[src/rtl/edge_period_ctrl.sv]
// edge_period_ctrl: arms on start, spans N input periods, reports clk count.
// Optional 2-flop input synchronizer enabled by defining EDGE_PERIOD_SYNC_EN.
module edge_period_ctrl #(
    parameter int CNT_W  = 32,
    parameter int EDGE_W = 8
) (
    input  logic              clk,
    input  logic              reset,
    input  logic              in,
    input  logic              start,
    input  logic [EDGE_W-1:0] n_edges,
    input  logic [CNT_W-1:0]  timeout,
    output logic              busy,
    output logic              done,
    output logic [CNT_W-1:0]  count,
    output logic              timed_out
);

    typedef enum logic [1:0] {
        IDLE = 2'd0,
        ARM  = 2'd1,
        MEAS = 2'd2,
        DONE = 2'd3
    } state_t;

    state_t state;

    logic              in_s;
    logic              in_q;
    logic              rise;
    logic [EDGE_W-1:0] n_lat;
    logic [CNT_W-1:0]  to_lat;
    logic [EDGE_W-1:0] edge_cnt;
    logic [CNT_W-1:0]  timer;
    logic [CNT_W-1:0]  timer_next;
    logic [EDGE_W-1:0] edge_next;
    logic              to_hit;
    logic              last_edge;
    logic              count_max;

`ifdef EDGE_PERIOD_SYNC_EN
    logic [1:0] sync;

    // Two-stage synchronizer for an asynchronous measured input
    always_ff @(posedge clk) begin
        if (reset) begin
            sync <= '0;
        end else begin
            sync <= {sync[0], in};
        end
    end

    assign in_s = sync[1];
`else
    assign in_s = in;
`endif

    // Previous input sample for rising-edge detection
    always_ff @(posedge clk) begin
        if (reset) begin
            in_q <= 1'b0;
        end else begin
            in_q <= in_s;
        end
    end

    assign rise       = in_s & ~in_q;
    assign timer_next = timer + 1'b1;
    assign edge_next  = edge_cnt + 1'b1;
    assign to_hit     = (to_lat != '0) && (timer_next == to_lat);
    assign last_edge  = rise && (edge_next == n_lat);
    assign count_max  = &count;

    // Sequencing FSM with registered busy/done/result outputs
    always_ff @(posedge clk) begin
        if (reset) begin
            state     <= IDLE;
            busy      <= 1'b0;
            done      <= 1'b0;
            count     <= '0;
            timed_out <= 1'b0;
            n_lat     <= '0;
            to_lat    <= '0;
            edge_cnt  <= '0;
            timer     <= '0;
        end else begin
            unique case (state)
                IDLE: begin
                    done <= 1'b0;
                    if (start) begin
                        n_lat     <= (n_edges == '0) ?
                                     {{(EDGE_W-1){1'b0}}, 1'b1} : n_edges;
                        to_lat    <= timeout;
                        count     <= '0;
                        timed_out <= 1'b0;
                        edge_cnt  <= '0;
                        timer     <= '0;
                        busy      <= 1'b1;
                        state     <= ARM;
                    end
                end
                ARM: begin
                    timer <= timer_next;
                    if (to_hit) begin
                        timed_out <= 1'b1;
                        busy      <= 1'b0;
                        done      <= 1'b1;
                        state     <= DONE;
                    end else if (rise) begin
                        count    <= '0;
                        edge_cnt <= '0;
                        state    <= MEAS;
                    end
                end
                MEAS: begin
                    timer <= timer_next;
                    if (!count_max) begin
                        count <= count + 1'b1;
                    end
                    if (last_edge) begin
                        timed_out <= 1'b0;
                        busy      <= 1'b0;
                        done      <= 1'b1;
                        state     <= DONE;
                    end else if (to_hit) begin
                        timed_out <= 1'b1;
                        busy      <= 1'b0;
                        done      <= 1'b1;
                        state     <= DONE;
                    end else if (rise) begin
                        edge_cnt <= edge_next;
                    end
                end
                DONE: begin
                    done  <= 1'b0;
                    state <= IDLE;
                end
                default: begin
                    busy  <= 1'b0;
                    done  <= 1'b0;
                    state <= IDLE;
                end
            endcase
        end
    end

endmodule

[config.mk]
export PLATFORM = sky130hd
export DESIGN_NAME = edge_period_ctrl
export DESIGN_NICKNAME = d
export VERILOG_FILES = /design/src/rtl/edge_period_ctrl.sv
export SDC_FILE = /design/constraint.sdc
export NUM_CORES = 1
export LEC_CHECK = 0
export ABC_AREA = 1
export BUFFER_PORTS_ARGS = -buffer_cell sky130_fd_sc_hd__clkbuf_2
export CORE_MARGIN = 2
export CORE_UTILIZATION = 59
export CTS_CLUSTER_DIAMETER = 100
export DETAILED_ROUTE_END_ITERATION = 10
export GPL_ROUTABILITY_DRIVEN = 0
export GPL_TIMING_DRIVEN = 0
export PLACE_DENSITY = 0.92
export SLEW_MARGIN = 20
export SYNTH_ARGS = -nofsm -noshare
export SYNTH_HDL_FRONTEND = slang
export SYNTH_SLANG_ARGS = --single-unit
[constraint.sdc]
create_clock -name clk -period 6.6 [get_ports clk]
set_input_delay 0.66 -clock clk [delete_from_list [all_inputs] [get_ports clk]]
set_output_delay 0.66 -clock clk [all_outputs]
set_load 0.01 [all_outputs]
# Yosys cells after proc, flatten, opt, wreduce, memory -nomap -nowiden
# Cells that the tools add are included.
# word_totals
reg_bits	118
input_bits	44
wordCells	76
# classes
add_sub_neg	3
eq_ne	14
n_mux	31
bitwise_logic	2
reduce_logical	16
# op_table
cell	n
2-to-1 mux 32 bit	4
case mux 32 bit (3 select lines)	1
adder 32 x 1 -> 32 bit (second input constant)	2
case mux 32 bit (2 select lines)	1
2-to-1 mux 8 bit	7
equality test 32 bit	1
AND reduction 32 bit	1
nonzero test 32 bit	1
case mux 8 bit (3 select lines)	1
inequality test 2 bit (second input constant)	7
2-to-1 mux 2 bit	5
case mux 1 bit (3 select lines)	3
adder 8 x 1 -> 8 bit (second input constant)	1
equality test 8 bit	1
logical NOT 8 bit	1
2-to-1 mux 1 bit	8
case mux 2 bit (4 select lines)	1
AND reduction 7 bit	1
inequality test 3 bit (second input constant)	2
AND reduction 2 bit	3
AND reduction 5 bit	1
equality test 2 bit (second input constant)	2
OR reduction 2 bit	2
AND reduction 3 bit	1
other kinds (7)	8

# Logic depth before layout (Yosys ltp)
# logic_depth
depth_word	6
depth_mapped	20
depth_no_buf	19

# Least setup slack after synthesis
# OpenSTA, ideal clock, no wires.
# synth_timing
kind	reg-to-reg
startpoint	register timer[0]
endpoint	register edge_cnt[3]
setup_time_ns	0.115
arrival_ns	2.333
required_ns	6.485
slack_ns	4.152
path_stages_with_launch	20
path_buffers	1
path_cell_list	dfxtp_1 -> ha_1 -> nand2_1 -> nor2_4 -> nand2_2 -> nor2_2 -> nand2_1 -> nand2_1 -> nand2_1 -> nand2_1 -> nand2_1 -> nor2_1 -> nand2_1 -> nor2_4 -> nand3_2 -> nand2_2 -> nand2_4 -> buf_4 -> a21oi_1 -> nor2_1
# synth_between
elab_chain_cells	5
word_cells_on_any_way	6
classes_between	1 x add/sub; 3 x eq/ne; 2 x reduce/logical
# synth_rtl
item	line_no	rtl
start, declared	34	logic [CNT_W-1:0] timer;
start signal, assigned	103	timer <= timer_next;
start signal, assigned	116	timer <= timer_next;
adder 32 x 1 -> 32 bit (*)	68	assign timer_next = timer + 1'b1;
equality test 32 bit (*)	70	assign to_hit = (to_lat != '0) && (timer_next == to_lat);
logical AND 1 bit (*)	70	
inequality test 2 bit (no source line)	-	
AND reduction 7 bit (no source line) (*)	-	
end signal, assigned	131	edge_cnt <= edge_next;
end, declared	33	logic [EDGE_W-1:0] edge_cnt;
# Every way passes the cells marked *; elsewhere a longest branch is shown, timed or not.
# A chain may end at the register's enable or synchronous reset.

# Worst setup path in the final report
# layout_timing
startpoint	register timer[0]
endpoint	register count[28]
# layout_between
elab_chain_cells	5
# layout_rtl
item	line_no	rtl
adder 32 x 1 -> 32 bit	68	
equality test 32 bit	70	
logical AND 1 bit	70	
inequality test 2 bit (no source line)	-	
AND reduction 5 bit (no source line)	-	
end signal, assigned	118	count <= count + 1'b1;
end, declared	15	output logic [CNT_W-1:0] count,
# No other way between the ends.

==> run summary <==
The tools report the met1 track utilization from global routing as 0.386. The clock slew at the register clock pins of the worst setup and hold paths is 0.06 ns. Clock tree synthesis inserted a total of 17 buffers. The tools report the worst relative slew slack as 0.533.

Yosys attributes the largest share of cell area to dfxtp_1 (32%), nand2_1 (19%), nor2_1 (8.1%), a21oi_1 (6.9%), inv_1 (5.9%). Dividing the detail-routed via count by the number of cells gives 5.60. For the final count of pins violating max slew, the log shows 0. The met2 layer usage reported by global route came out at 0.577. The fraction of the yosys area taken by sequential cells came out at 0.318. In the layout the commonest cells are nand2_1 (379), nor2_1 (161), dfxtp_1 (118), inv_1 (116), a21oi_1 (103). Setup repair after global routing left no endpoint under its margin. The distinct cell type count after synthesis is 36, and the area share of the largest cell type after synthesis is 0.318. Between clock sinks in the finished design, the worst skew comes to 0.00967 ns.

The logs give 1252 for the post-synth net total and 0.310 GHz for the maximum clock frequency. Worst min-delay path category: input port to flip-flop. The total clock sinks was 118.

The remaining antenna violation count was 0; the initial antenna violation count was 0. In this run the standard cell core region covers 12200 um2. The biggest area contributor in the post-synthesis netlist is dfxtp_1. The number of antenna diodes in the final layout is 0.

The most used flip-flop cell after synthesis is dfxtp_1. For this block, the routed nets add up to 21900 um of wire. The slack of the critical path was 3.37 ns; the number of resized instances in the post-cts repair step was 0. The layer with the highest usage was met2. The fraction of final layout cells with drive strength greater than 1 was 0.117.

The floorplan has 40 rows. Global-route track usage on met3: 0.0867. The completed layout was analyzed and its total power is 2.93 mW.

The start-to-end type of the worst setup path was flip-flop to flip-flop. For the leakage power, the log shows 3.41 nW. At the worst endpoint, the arrival time is 3.52 ns.

The number of placed instances, taps included, is 1447. The total of buffers placed on input and output ports was 78; the data required time at the worst endpoint was 6.89 ns. The run gives 8282 as the total number of vias.

The portion of the clock cycle consumed by the worst path in the final layout was 0.489. Yosys printed 0 warnings. In the final routed layout, each cell accounts on average for 14.8 um. The die boundary width is 116 um, and the H-tree depth reported by CTS is 4. No sink is reached through more buffers than the 2 on the longest clock path. Detailed placement ended at an HPWL of 15700 um. TritonCTS built the clock tree. The maximum fanout along the worst path was 10; the initial DRC count was 872. The number of hold violations in the final report is 0, and the global-route wire length before repair is 35200 um. The library cell used most frequently in the layout, excluding fill and tap cells, is nand2_1. The initial cell density of the core was 0.611; the post-layout net count was 1349. The pin slew with the least headroom to its limit was 0.701 ns. The flow ran to the end, and the final reports show no timing, DRC or antenna violations.

The total routing resource utilization after global routing is 0.333, and the number of synthesized flops with an enable pin is 0. Across the run, the number of max-cap violations was 0. After the flow finishes, the layout carries non-filler instances totaling 1478.

For the worst-skew pair, the clock arrives at the later sink with an insertion delay of 0.43 ns. For the worst IR drop on VDD, the log shows 0.361 mV. The number of setup buffers added after CTS is 0. For the first-pass iteration count of the detailed router, the log shows 7. Buffers inserted to repair hold after CTS numbered 0. The proportion of synthesized flip-flops having asynchronous set or reset is 0.

The worst setup path is launched from a flip-flop. After technology mapping, the gate count stands at 1201. The floorplan step defined a die boundary enclosing 13500 um2. The tools report the number of global-route vias before repair as 7658. For this run, design rule violations remaining after detail routing come to 0.

Entering global routing, the biggest net connects 17 pins. The ratio of total power to cell area works out to 338 nW/um2. The tools report the setup TNS after final layout as 0 ns.

The mapped netlist covers 7430 um2. 79 I/O pins were placed. Before CTS, the worst setup slack after placement is 3.56 ns. The signed area change from the synthesized netlist to the final layout is 17.0%, and the fill cell instance count of the final layout is 1012. The mean instance size in the synthesized netlist works out to 6.18 um2. Setup violations remaining at the end of the flow were counted as 0.

Counting I/O delays and the setup requirement, the final critical path takes 3.23 ns. The kind of end point of the critical path was a flip-flop. Measured along the y axis, the die boundary spans 116 um. After global routing the overflow that remains totals 0. In this run, synthesis produced a sequential element count of 118. The cell sitting at the root of the clock tree is a clkbuf_16.
==> cell families (layout without fill, tap and decap cells) <==
| group | after synthesis | in the layout | share of synthesized area |
|---|---|---|---|
| adder cells (fa/ha/maj) | 7 | 7 | 0.0118 |
| XOR/XNOR | 41 | 41 | 0.0544 |
| AO/OA/AOI/OAI | 161 | 161 | 0.110 |
| flip-flops | 118 | 118 | 0.318 |
| buffers and inverters | 157 | 266 | 0.0863 |
| AND/OR/NAND/NOR | 717 | 717 | 0.420 |
==> report_power, final <==
part	total (mW)	leakage [nW]	internal, mW	switching [mW]
clock network	1.04	0.311	0.698	0.340
logic	0.989	2.13	0.309	0.680
registers	0.907	0.962	0.812	0.0941
total	2.93	3.41	1.82	1.11
==> state kept, by name, indices dropped and copies added, names as in the netlist, 2 cells and up <==
register and cells:
count 32, timer 32, to_lat 32, edge_cnt 8
n_lat 8, state 2
==> final cells by class <==
cell class	instances	area [um2]	area share
Multi-Input combinational cell	926	4420	0.509
Sequential cell	118	2360	0.272
Clock buffer	20	467	0.0537
Inverter	121	454	0.0523
Timing Repair Buffer	78	390	0.0449
Tap cell	168	210	0.0242
Clock inverter	11	198	0.0227
Buffer	36	186	0.0215
==> critical path, cell delays in order (launching register included) <==
cell and delay, ns:
dfxtp_1 0.51, ha_1 0.30, nand2_1 0.14, nor2_4 0.27, nand2_2 0.13, nor2_2 0.23
nand3_1 0.17, nand3_1 0.12, nand2_1 0.05, inv_1 0.05, nand3_1 0.14, nor2_4 0.22
nand4_4 0.18, nand2_4 0.16, inv_2 0.12, buf_6 0.16, nand2_1 0.07, a21oi_1 0.06
==> final timing paths <==
kind / from / to / slack, ns / cells past startpoint
setup / recovery: timer[0]$_SDFFE_PP0P_ / count[28]$_SDFFE_PP0P_ / 3.37 / 17
hold reg to reg: edge_cnt[6]$_SDFFE_PP0P_ / edge_cnt[6]$_SDFFE_PP0P_ / 0.48 / 2
setup reg to reg: timer[0]$_SDFFE_PP0P_ / count[28]$_SDFFE_PP0P_ / 3.37 / 17
hold / removal: in / in_q$_SDFF_PP0_ / 0.45 / 3
==> synth_stat cells (2+ instances only) <==
| cell | n |
|---|---|
| clkbuf_1 | 26 |
| a31oi_1 | 2 |
| inv_1 | 116 |
| nand2_1 | 379 |
| a211oi_1 | 2 |
| and2_1 | 2 |
| a21oi_1 | 103 |
| ha_1 | 7 |
| nand3b_1 | 6 |
| dfxtp_1 | 118 |
| nand3_1 | 85 |
| buf_2 | 2 |
| nor2_2 | 4 |
| inv_2 | 4 |
| o21ai_0 | 52 |
| nor2_4 | 8 |
| nor3b_1 | 2 |
| xor3_1 | 3 |
| nor4_1 | 9 |
| nand4_1 | 18 |
| nor2_1 | 161 |
| nand2_2 | 4 |
| nand2_4 | 4 |
| xor2_1 | 24 |
| buf_6 | 6 |
| or2_2 | 4 |
| nor3_1 | 24 |
| nand3_2 | 5 |
| xnor2_1 | 14 |
==> per-layer routing <==
layer,vias to the layer above,share of wire
met5,-,0
met4,0,0.039
met3,91,0.087
met2,401,0.48
met1,3744,0.39
li1,4046,-
==> per-stage QoR <==
step	hold WS, ns	area [um2]	util
global route	0.471	8690	0.715
floorplan	0.444	7430	-
detailed placement	0.471	8030	0.660
finish	0.450	8690	0.715
global placement	0.462	8030	0.660
CTS	0.453	8690	0.715
No activity file was read; power rests on OpenSTA's default activity.
